--- config.mk ---
export PLATFORM = sky130hd
export DESIGN_NAME = note_voice
export DESIGN_NICKNAME = d
export VERILOG_FILES = /design/src/rtl/note_voice.sv
export SDC_FILE = /design/constraint.sdc
export NUM_CORES = 1
export LEC_CHECK = 0
export CORE_MARGIN = 10
export CORE_UTILIZATION = 30
export DETAILED_ROUTE_END_ITERATION = 8
export PLACE_DENSITY = 0.52
export SLEW_MARGIN = 40
export SYNTH_ARGS = -nofsm -noshare
export SYNTH_HDL_FRONTEND = slang
export SYNTH_SLANG_ARGS = --single-unit
--- constraint.sdc ---
create_clock -name clk -period 3.1 [get_ports clk]
set_input_delay 0.62 -clock clk [delete_from_list [all_inputs] [get_ports clk]]
set_output_delay 0.62 -clock clk [all_outputs]
set_load 0.03 [all_outputs]
--- src/rtl/note_voice.sv ---
// note_voice: one synth voice; plays a triangle-wave note per load/done handshake.
// Define NOTE_VOICE_RELEASE_EN to halve the amplitude during the final beat.
module note_voice #(
    parameter int PHASE_W = 22,
    parameter int DUR_W   = 6
) (
    input  logic               clk,
    input  logic               reset_n,
    input  logic               load,
    input  logic [PHASE_W-1:0] step,
    input  logic [DUR_W-1:0]   duration,
    input  logic               beat,
    input  logic               generate_next_sample,
    output logic               done,
    output logic [15:0]        sample_out,
    output logic               sample_valid
);
    typedef enum logic {IDLE, PLAYING} state_t;
    state_t             r_state, w_next;
    logic [PHASE_W-1:0] r_phase, r_step, w_phase_nxt;
    logic [DUR_W-1:0]   r_beats;
    logic [15:0]        w_p, w_wave, w_shaped, w_sample;
    logic [14:0]        w_t;
    logic               w_accept, w_expire, w_last;
    always_comb begin
        w_last   = r_beats == DUR_W'(1);
        w_accept = load && r_state == IDLE && duration != '0;
        w_expire = r_state == PLAYING && beat && w_last;
        w_next   = w_accept ? PLAYING : (w_expire ? IDLE : r_state);
    end
    // Waveform is taken from the post-increment phase so the first sample already moves.
    always_comb begin
        w_phase_nxt = r_phase + r_step;
        w_p         = w_phase_nxt[PHASE_W-1 -: 16];
        w_t         = w_p[15] ? ~w_p[14:0] : w_p[14:0];
        w_wave      = {w_t, 1'b0} - 16'h8000;
`ifdef NOTE_VOICE_RELEASE_EN
        w_shaped    = w_last ? {w_wave[15], w_wave[15:1]} : w_wave;
`else
        w_shaped    = w_wave;
`endif
        w_sample    = (r_state == PLAYING && !w_expire && r_step != '0) ? w_shaped : '0;
    end
    always_ff @(posedge clk or negedge reset_n) begin
        if (!reset_n) begin
            r_state      <= IDLE;
            r_phase      <= '0;
            r_step       <= '0;
            r_beats      <= '0;
            sample_out   <= '0;
            sample_valid <= 1'b0;
        end else begin
            r_state      <= w_next;
            sample_valid <= generate_next_sample;
            if (w_accept) begin
                r_step  <= step;
                r_beats <= duration;
                r_phase <= '0;
            end else if (r_state == PLAYING) begin
                if (w_expire)
                    r_beats <= '0;
                else if (beat)
                    r_beats <= r_beats - DUR_W'(1);
                if (generate_next_sample && !w_expire)
                    r_phase <= w_phase_nxt;
            end
            if (generate_next_sample)
                sample_out <= w_sample;
            else if (w_expire)
                sample_out <= '0;
        end
    end
    assign done = r_state == IDLE;
endmodule
### Yosys cells after proc, flatten, opt, wreduce, memory -nomap -nowiden

Index checks and enable logic that the tools add are counted.
W data, S select, Z words.

| storage, ports and cells | value |
|---|---|
| register bits after elaboration | 68 |
| input bits | 33 |
| output and inout port bits | 18 |
| word-level logic and storage cells | 42 |

| cells by class | value |
|---|---|
| add/sub/neg operators | 3 |
| equal/unequal tests | 1 |
| mux-type cells | 13 |
| bitwise gates (word level) | 2 |
| reductions and logical operators | 17 |

Operators by type and width:

| kind | number |
|---|---|
| $mux W22 | 3 |
| $mux W16 | 3 |
| $mux W6 | 4 |
| $add A22 B22 Y22 | 1 |
| $reduce_bool A22 Y1 | 1 |
| $sub A16 B16 Y16 const B | 1 |
| $mux W15 | 1 |
| $not A15 Y15 | 1 |
| $reduce_bool A2 Y1 | 4 |
| $logic_and A1 B1 Y1 | 7 |
| $eq A6 B1 Y1 const B | 1 |
| $reduce_bool A6 Y1 | 1 |
| $sub A6 B1 Y6 const B | 1 |
| $reduce_and A2 Y1 | 2 |
| $reduce_bool A3 Y1 | 1 |
| $mux W1 | 2 |
| $logic_not A1 Y1 | 1 |
| $not A1 Y1 | 1 |

### Longest topological paths before layout

Gate-level depths: netlist of the first run.

| depth | value |
|---|---|
| depth after elaboration | 7 |
| mapped depth | 10 |
| depth with buffers taken out | 10 |

### Worst setup path after synthesis of the first run

Ideal clock, no wire load.

| timing path | value |
|---|---|
| path kind | flip-flop to flip-flop |
| start point | register r_phase[18] |
| end point | register sample_out[4] |
| setup time | 143 ps |
| arrival | 2293 ps |
| required time | 2957 ps |
| setup slack | 664 ps |
| stages on the path, launching flop included | 10 |
| path buffers | 1 |
| clock period less this slack | 2436 ps |
| cell sequence | dfrtp_1 > ha_1 > a21o_1 > a21o_1 > a21oi_4 > o211ai_1 > a311oi_4 > buf_8 > xor2_1 > o21ai_0 |

| between the ends | value |
|---|---|
| longest elaborated chain between the ends | 5 |

Ends and longest elaborated chain:

| element | line | source |
|---|---|---|
| start: declaration | 20 | `logic [PHASE_W-1:0] r_phase, r_step, w_phase_nxt;` |
| start signal: assignment | 65 | `r_phase <= w_phase_nxt;` |
| $add A22 B22 Y22 | 33 | `w_phase_nxt = r_phase + r_step;` |
| $mux W15 | 35 | `w_t = w_p[15] ? ~w_p[14:0] : w_p[14:0];` |
| $sub A16 B16 Y16 | 36 | `w_wave = {w_t, 1'b0} - 16'h8000;` |
| $mux W16 | 42 | `w_sample = (r_state == PLAYING && !w_expire && r_step != '0) ? w_shaped : '0;` |
| $mux W16 | 67 | `if (generate_next_sample)` |
| end signal: assignment | 68 | `sample_out <= w_sample;` |
| end: declaration | 15 | `output logic [15:0] sample_out,` |

No other way between the ends.
A chain may end at the register's enable or synchronous reset.

### Worst setup path in the final report of the first run

| timing path | value |
|---|---|
| start point | register r_step[14] |
| end point | register sample_out[7] |

| between the ends | value |
|---|---|
| longest elaborated chain between the ends | 5 |
| elaborated cells between the ends (all ways) | 7 |
| those cells by class | 2 x add/sub; 3 x mux; 2 x reduce/logical |

Ends and longest elaborated chain:

| element | line | source |
|---|---|---|
| start: declaration | 20 |  |
| start signal: assignment | 56 | `r_step <= step;` |
| $add A22 B22 Y22 | 33 |  |
| $mux W15 | 35 |  |
| $sub A16 B16 Y16 | 36 |  |
| $mux W16 * | 42 |  |
| $mux W16 * | 67 |  |

Every way passes the cells marked *; elsewhere a longest branch is shown, timed or not.

==> metrics.csv, run 1 <==
stage,metric,value,unit
status,outcome,"finished, final reports clean",
global_routing,largest net degree at the start of global routing,68,
drt,final WL,11300,um
sta,Rel. slew slack,57.4,%
sta,PnR worst setup slack,0.317,ns
sta,# setup viols final,0,
clock_tree,Max clock buf depth,2,
critical_path,Critical Path Sink Type,register,
synthesis,Syn Inst Count,481,
pwr,total power,0.00682,W
sta,Max Fclk,0.359,GHz
placement,"worst slack, placed",0.320,ns
drt,Post-route DRC,0,
synthesis,mux cell area share after synthesis,0.238,%
drt,routed vias/inst,5.07,
sta,slew at the pin closest to its max-slew limit,0.631,ns
cells_and_area,layout cells sized above 1,8.97,%
synthesis,"Primary FF master, synth",dfrtp_1,
synthesis,"Seq/Total Area, Yosys",39.9,%
floorplan,die span in x,138,um
critical_path,maximum fanout along the worst path,11,
sta,total negative slack,0,ns
worst_hold_path,min-delay worst type,in2async,
synthesis,post-synthesis simple-gate area fraction,22.0,%
sta,fin. max-slew vios,0,
floorplan,Initial Util,30.4,%
critical_path,CP Cell Sequence,"ha_1, a21oi_2, o21ai_1, a21oi_4, o211ai_1, a311oi_4, buf_4, xor2_1, o21ai_1",
global_routing,initial antenna violation count,0,
synthesis,Synth Area in XOR/XNOR,6.67,%
placement,DP Wirelength,8690,um
clock_tree,TritonCTS Buffers,9,
floorplan,core area,0.0138,mm2
sta,Final Skew,0.00861,ns
cells_and_area,post-layout net count,587,
cells_and_area,synth-to-layout area growth,23.9,%
synthesis,Post-synth EDFFs,0,
drt,first-pass iteration count of the detailed router,4,
synthesis,Synth cell types,65,
sta,crit share post-route,89.8,%
clock_tree,H-tree lvl count,3,
critical_path,Critical Path AT,3.00,ns
clock_tree,clk_lat worst skew,0.34,ns
floorplan,I/O Pins,51,
synthesis,Synth Warn #,0,
clock_tree,post-cts sizing count,0,
cells_and_area,Finished Cell Area,0.00521,mm2
placement,Final GP Congestion,0.903,
sta,RSZ-0062 raised after global routing,false,
critical_path,"Top cell by count, worst path",o21ai_1,
critical_path,Top Family by Delay on Critical Path,compound AO/OA/AOI/OAI gates,
synthesis,Post-synth ARST share,100,%
global_routing,first-pass GRT wire length,19200,um
clock_tree,clk sinks,67,
synthesis,main combinational cell family by area after synthesis,simple AND/OR/NAND/NOR gates,
pwr,Power Density,1310,mW/mm2
global_routing,GRT Total Usage,12.0,%
global_routing,vias in the first global route,3689,
synthesis,syn nets,538,
clock_tree,TritonCTS clock tree,built,
floorplan,Die Ht,138,um
synthesis,register bit total from synthesis,67,
clock_tree,hold_buf cts,0,
sta,endpoints failing hold,0,
sta,minimum clock period,2.78,ns
synthesis,Synth Area in Compound Gates,20.0,%
cells_and_area,n_diodes,0,
synthesis,adder-cell area share of the yosys netlist,7.33,%
clock_tree,clock root buffer,clkbuf_16,
floorplan,FP Rows,43,
synthesis,Synth Area per Inst,8.73,um2
cells_and_area,Final Util,37.7,%
critical_path,slowest CP cell,a311oi_4,
pwr,Peak VDD IR,450,uV
job,Max-cap violations,0,
floorplan,Die ar.,0.0191,mm2
critical_path,Setup CP Type,reg2reg,
critical_path,critical path startpoint category,register,
placement,# port buffers,49,
placement,DP Area,0.00488,mm2
critical_path,CP Data Required Time,3.32,ns
pwr,leakage power,2.33,nW
clock_tree,clock slew at reported path FFs,0.06,ns
drt,wire length per cell,15.8,um
drt,"antenna viol nets, final",0,
drt,DR vias,3623,
drt,Iteration-0 DRC Markers,247,
critical_path,worst stage delay on the critical path,0.51,ns
critical_path,crit path buf inv count,1,
synthesis,Post-Syn Area,0.00420,mm2
global_routing,GRT overflow,0,
clock_tree,Post-CTS Setup Inserts,0,
==> through the flow <==
step                hold slack (ns)  instances
floorplan                     0.324        481
global placement              0.469        699
detailed placement            0.478        699
CTS                           0.318        715
global route                  0.331        715
finish                        0.302        715
==> where the power goes <==
part,total (W),leakage [nW],switching [W],internal [W]
registers,0.00164,0.829,0.000330,0.00131
clock network,0.00111,0.155,0.000388,0.000725
logic,0.00407,1.35,0.00246,0.00161
==> flip-flops by register name, indices dropped and copies added (netlist names) <==
| register | flops |
|---|---|
| sample_out | 15 |
| sample_valid | 1 |
| r_beats | 6 |
| r_step | 22 |
| r_phase | 22 |
| r_state | 1 |
==> kinds of logic (layout without fill, tap and decap cells) <==
logic type | Yosys count | count (layout)
AOI/OAI and AO/OA | 128 | 128
xor gates and xnor gates | 32 | 32
adders and majority gates | 24 | 24
buffers and inverters | 31 | 85
DFF | 67 | 67
muxes | 1 | 1
other | 1 | 1
and+or+nand+nor | 197 | 197
==> cell type report <==
class / instances / area (um2)
fillers: 1393 / 8620
multi-input cells: 383 / 2370
flip-flops and latches: 67 / 1680
repair buffers: 59 / 573
clock buffers: 10 / 239
well taps: 180 / 225
clock inverters: 6 / 88.8
inverters: 10 / 37.5
==> layer usage <==
metal	vias up	global-route usage, %	wire [um]
li1	1804	-	-
met1	1730	15.7	5260
met2	75	18.8	5290
met3	14	3.29	537
met4	0	3.72	183
met5	-	0	0
==> cell usage after synthesis, drive strengths merged (2+ instances only) <==
library cell	count	area (um2)
and2	3	18.8
xor2	23	201
nor2	17	63.8
a21o	9	70.1
buf	12	82.6
ha	23	288
a211o	3	26.3
nand2b	2	12.5
a31oi	4	25.0
clkbuf	8	30.0
nand2	106	400
o21bai	2	15.0
or4b	2	20.0
o21ai	57	293
dfrtp	67	1680
xnor2	9	78.8
or4	3	22.5
a21oi	25	155
a211oi	2	15.0
nor4	5	31.3
or3	4	25.0
inv	10	37.5
o2111ai	2	17.5
and3	2	15.0
nand3b	2	18.8
o211a	2	20.0
nor3	9	45.0
o211ai	7	52.6
nand4	2	12.5
o21a	4	30.0
and4	2	17.5
nand3	32	165
nor2b	3	18.8
==> worst paths after layout <==
kind,from,endpoint,slack [ns],cells after the start
worst max-delay path,r_step[14],sample_out[7],0.32,9
worst min-delay path,reset_n,r_step[17],0.30,2
worst max register to register,r_step[14],sample_out[7],0.32,9
worst min register to register,sample_out[14],sample_out[14],0.48,2
max in group asynchronous,reset_n,r_step[7],2.51,2
min in group clk,sample_out[14],sample_out[14],0.48,2
==> placed cells by master (no fill, tap or decap), types with 7 or more instances in the layout <==
cell type and instances:
ha_1 23, o211ai_1 7, xor2_1 23, a21o_1 7, nor3_1 9, nor2_1 17, buf_4 9, inv_1 9
clkbuf_16 9, nand2_1 105, xnor2_1 9, clkdlybuf4s50_1 48, o21ai_1 12, nand3_1 31, a21oi_1 21, o21ai_0 43
dfrtp_1 67
Power figures use the tool's default switching activity.
==> run 2: changes to the inputs <==
- CTS_BUF_LIST: not set -> sky130_fd_sc_hd__clkbuf_4 sky130_fd_sc_hd__clkbuf_8
==> run 2 against run 1 <==
Sequential power about the same; count of clock-buffer cells in the layout unchanged; worst hold slack got worse by 0.032 ns; non-clock buffer count unchanged; first-iteration DRC count increased by 1.6%; critical path type unchanged; critical endpoint unchanged; largest cell class unchanged.
==> metrics.csv, run 2 (synthesis results as in run 1) <==
stage,metric,value,unit
clock_tree,post-cts sizing count,0,
floorplan,Die ar.,0.0191,mm2
placement,DP Wirelength,8690,um
pwr,leakage power,2.28,nW
placement,# port buffers,49,
drt,wire length per cell,15.7,um
global_routing,first-pass GRT wire length,19000,um
clock_tree,Max clock buf depth,2,
global_routing,GRT overflow,0,
global_routing,met3 GRT Util,3.08,%
critical_path,Setup CP Type,reg2reg,
floorplan,Initial Util,30.4,%
job,Max-cap violations,0,
critical_path,Reg2Reg Depth,9,
sta,fin. max-slew vios,0,
global_routing,met1 Use GR,15.5,%
drt,first-pass iteration count of the detailed router,4,
floorplan,Die Ht,138,um
drt,Iteration-0 DRC Markers,251,
clock_tree,TritonCTS Buffers,9,
global_routing,vias in the first global route,3661,
status,outcome,"finished, final reports clean",
worst_hold_path,min-delay worst type,in2async,
floorplan,FP Rows,43,
drt,routed vias/inst,5.09,
cells_and_area,synth-to-layout area growth,21.5,%
global_routing,Top Usage Layer GRT,met2,
clock_tree,Post-CTS Setup Inserts,0,
critical_path,Critical Path Sink Type,register,
floorplan,core area,0.0138,mm2
critical_path,R2R setup slack,0.32,ns
cells_and_area,Finished Cell Area,0.00511,mm2
pwr,Peak VDD IR,529,uV
clock_tree,clk sinks,67,
cells_and_area,"commonest non-fill, non-tap cells in the layout","nand2_1 (105), dfrtp_1 (67), clkdlybuf4s50_1 (48), o21ai_0 (43), nand3_1 (31)",
sta,# setup viols final,0,
sta,Final Skew,0.0131,ns
floorplan,die span in x,138,um
global_routing,initial antenna violation count,0,
critical_path,critical path startpoint category,register,
clock_tree,clock root buffer,clkbuf_8,
cells_and_area,layout cells sized above 1,8.97,%
critical_path,CP Data Required Time,3.34,ns
sta,total negative slack,0,ns
pwr,Power Density,1280,mW/mm2
sta,minimum clock period,2.78,ns
global_routing,largest net degree at the start of global routing,68,
clock_tree,clock slew at reported path FFs,0.08,ns
sta,crit share post-route,89.8,%
critical_path,Critical Path AT,3.02,ns
sta,PnR worst setup slack,0.317,ns
drt,DR vias,3641,
placement,"worst slack, placed",0.320,ns
floorplan,I/O Pins,51,
sta,hold_ws,0.270,ns
global_routing,GRT Total Usage,11.9,%
cells_and_area,"commonest non-fill, non-tap cell in the layout",nand2_1,
clock_tree,H-tree lvl count,3,
cells_and_area,top flop regs,"r_phase x22, r_step x22, sample_out x15",
global_routing,met2 Track Usage GR,18.8,%
sta,Max Fclk,0.359,GHz
placement,Final GP Congestion,0.903,
drt,Post-route DRC,0,
clock_tree,hold_buf cts,0,
drt,"antenna viol nets, final",0,
sta,RSZ-0062 raised after global routing,false,
sta,endpoints failing hold,0,
clock_tree,clk_lat worst skew,0.36,ns
sta,Rel. slew slack,56.6,%
drt,final WL,11200,um
cells_and_area,Multi-input gate area,0.00237,mm2
cells_and_area,fillers,1404,
sta,slew at the pin closest to its max-slew limit,0.642,ns
cells_and_area,Sequential Area,0.00168,mm2
clock_tree,TritonCTS clock tree,built,
cells_and_area,post-layout net count,587,
placement,DP Area,0.00488,mm2
critical_path,maximum fanout along the worst path,11,
cells_and_area,n_diodes,0,
## run 2: cell counts in the layout (fill, tap and decap cells not counted)
Identical to the previous run, type by type.
## run 2: final timing paths
check / start / end
worst max-delay path: r_step[12] / sample_out[7]
max in group asynchronous: reset_n / r_phase[7]
worst max register to register: r_step[12] / sample_out[7]
min in group clk: sample_out[14] / sample_out[14]
worst min-delay path: reset_n / r_step[17]
worst min register to register: sample_out[14] / sample_out[14]
## run 2: power breakdown
| part | internal, W | switching, W | total, W |
|---|---|---|---|
| combinational | 0.00161 | 0.00246 | 0.00407 |
| sequential | 0.00130 | 0.000331 | 0.00164 |
| clock | 0.000474 | 0.000356 | 0.000830 |
| total | 0.00339 | 0.00314 | 0.00653 |
## run 2: through the flow
stage / std cells / util (%) / total power, W
after detailed placement: 699 / 35.3 / 0.00573
after global routing: 715 / 36.9 / 0.00712
after CTS: 715 / 36.9 / 0.00659
after global placement: 699 / 35.3 / 0.00568
after floorplan: 481 / - / 0.00461
final: 715 / 36.9 / 0.00653
## run 2: layout make-up
cell class	instances	share of cell area, %
clock buffers	10	2.70
flip-flops and latches	67	32.8
clock inverters	6	1.74
inverters	10	0.735
multi-input cells	383	46.4
repair buffers	59	11.2
well taps	180	4.41
## run 2: metal layers
layer / vias to the layer above / share of wire [%]
met2: 81 / 47
met3: 15 / 4.6
met1: 1738 / 47
met5: - / 0
met4: 0 / 1.5
li1: 1807 / -
## run 2: critical path: stages, from the launching register on
cell and delay (ns):
dfrtp_1 0.42, ha_1 0.38, a21oi_1 0.37, o31a_1 0.24
o21a_1 0.18, a21oi_2 0.08, a311oi_4 0.42, buf_4 0.31
xor2_1 0.19, o21ai_1 0.07
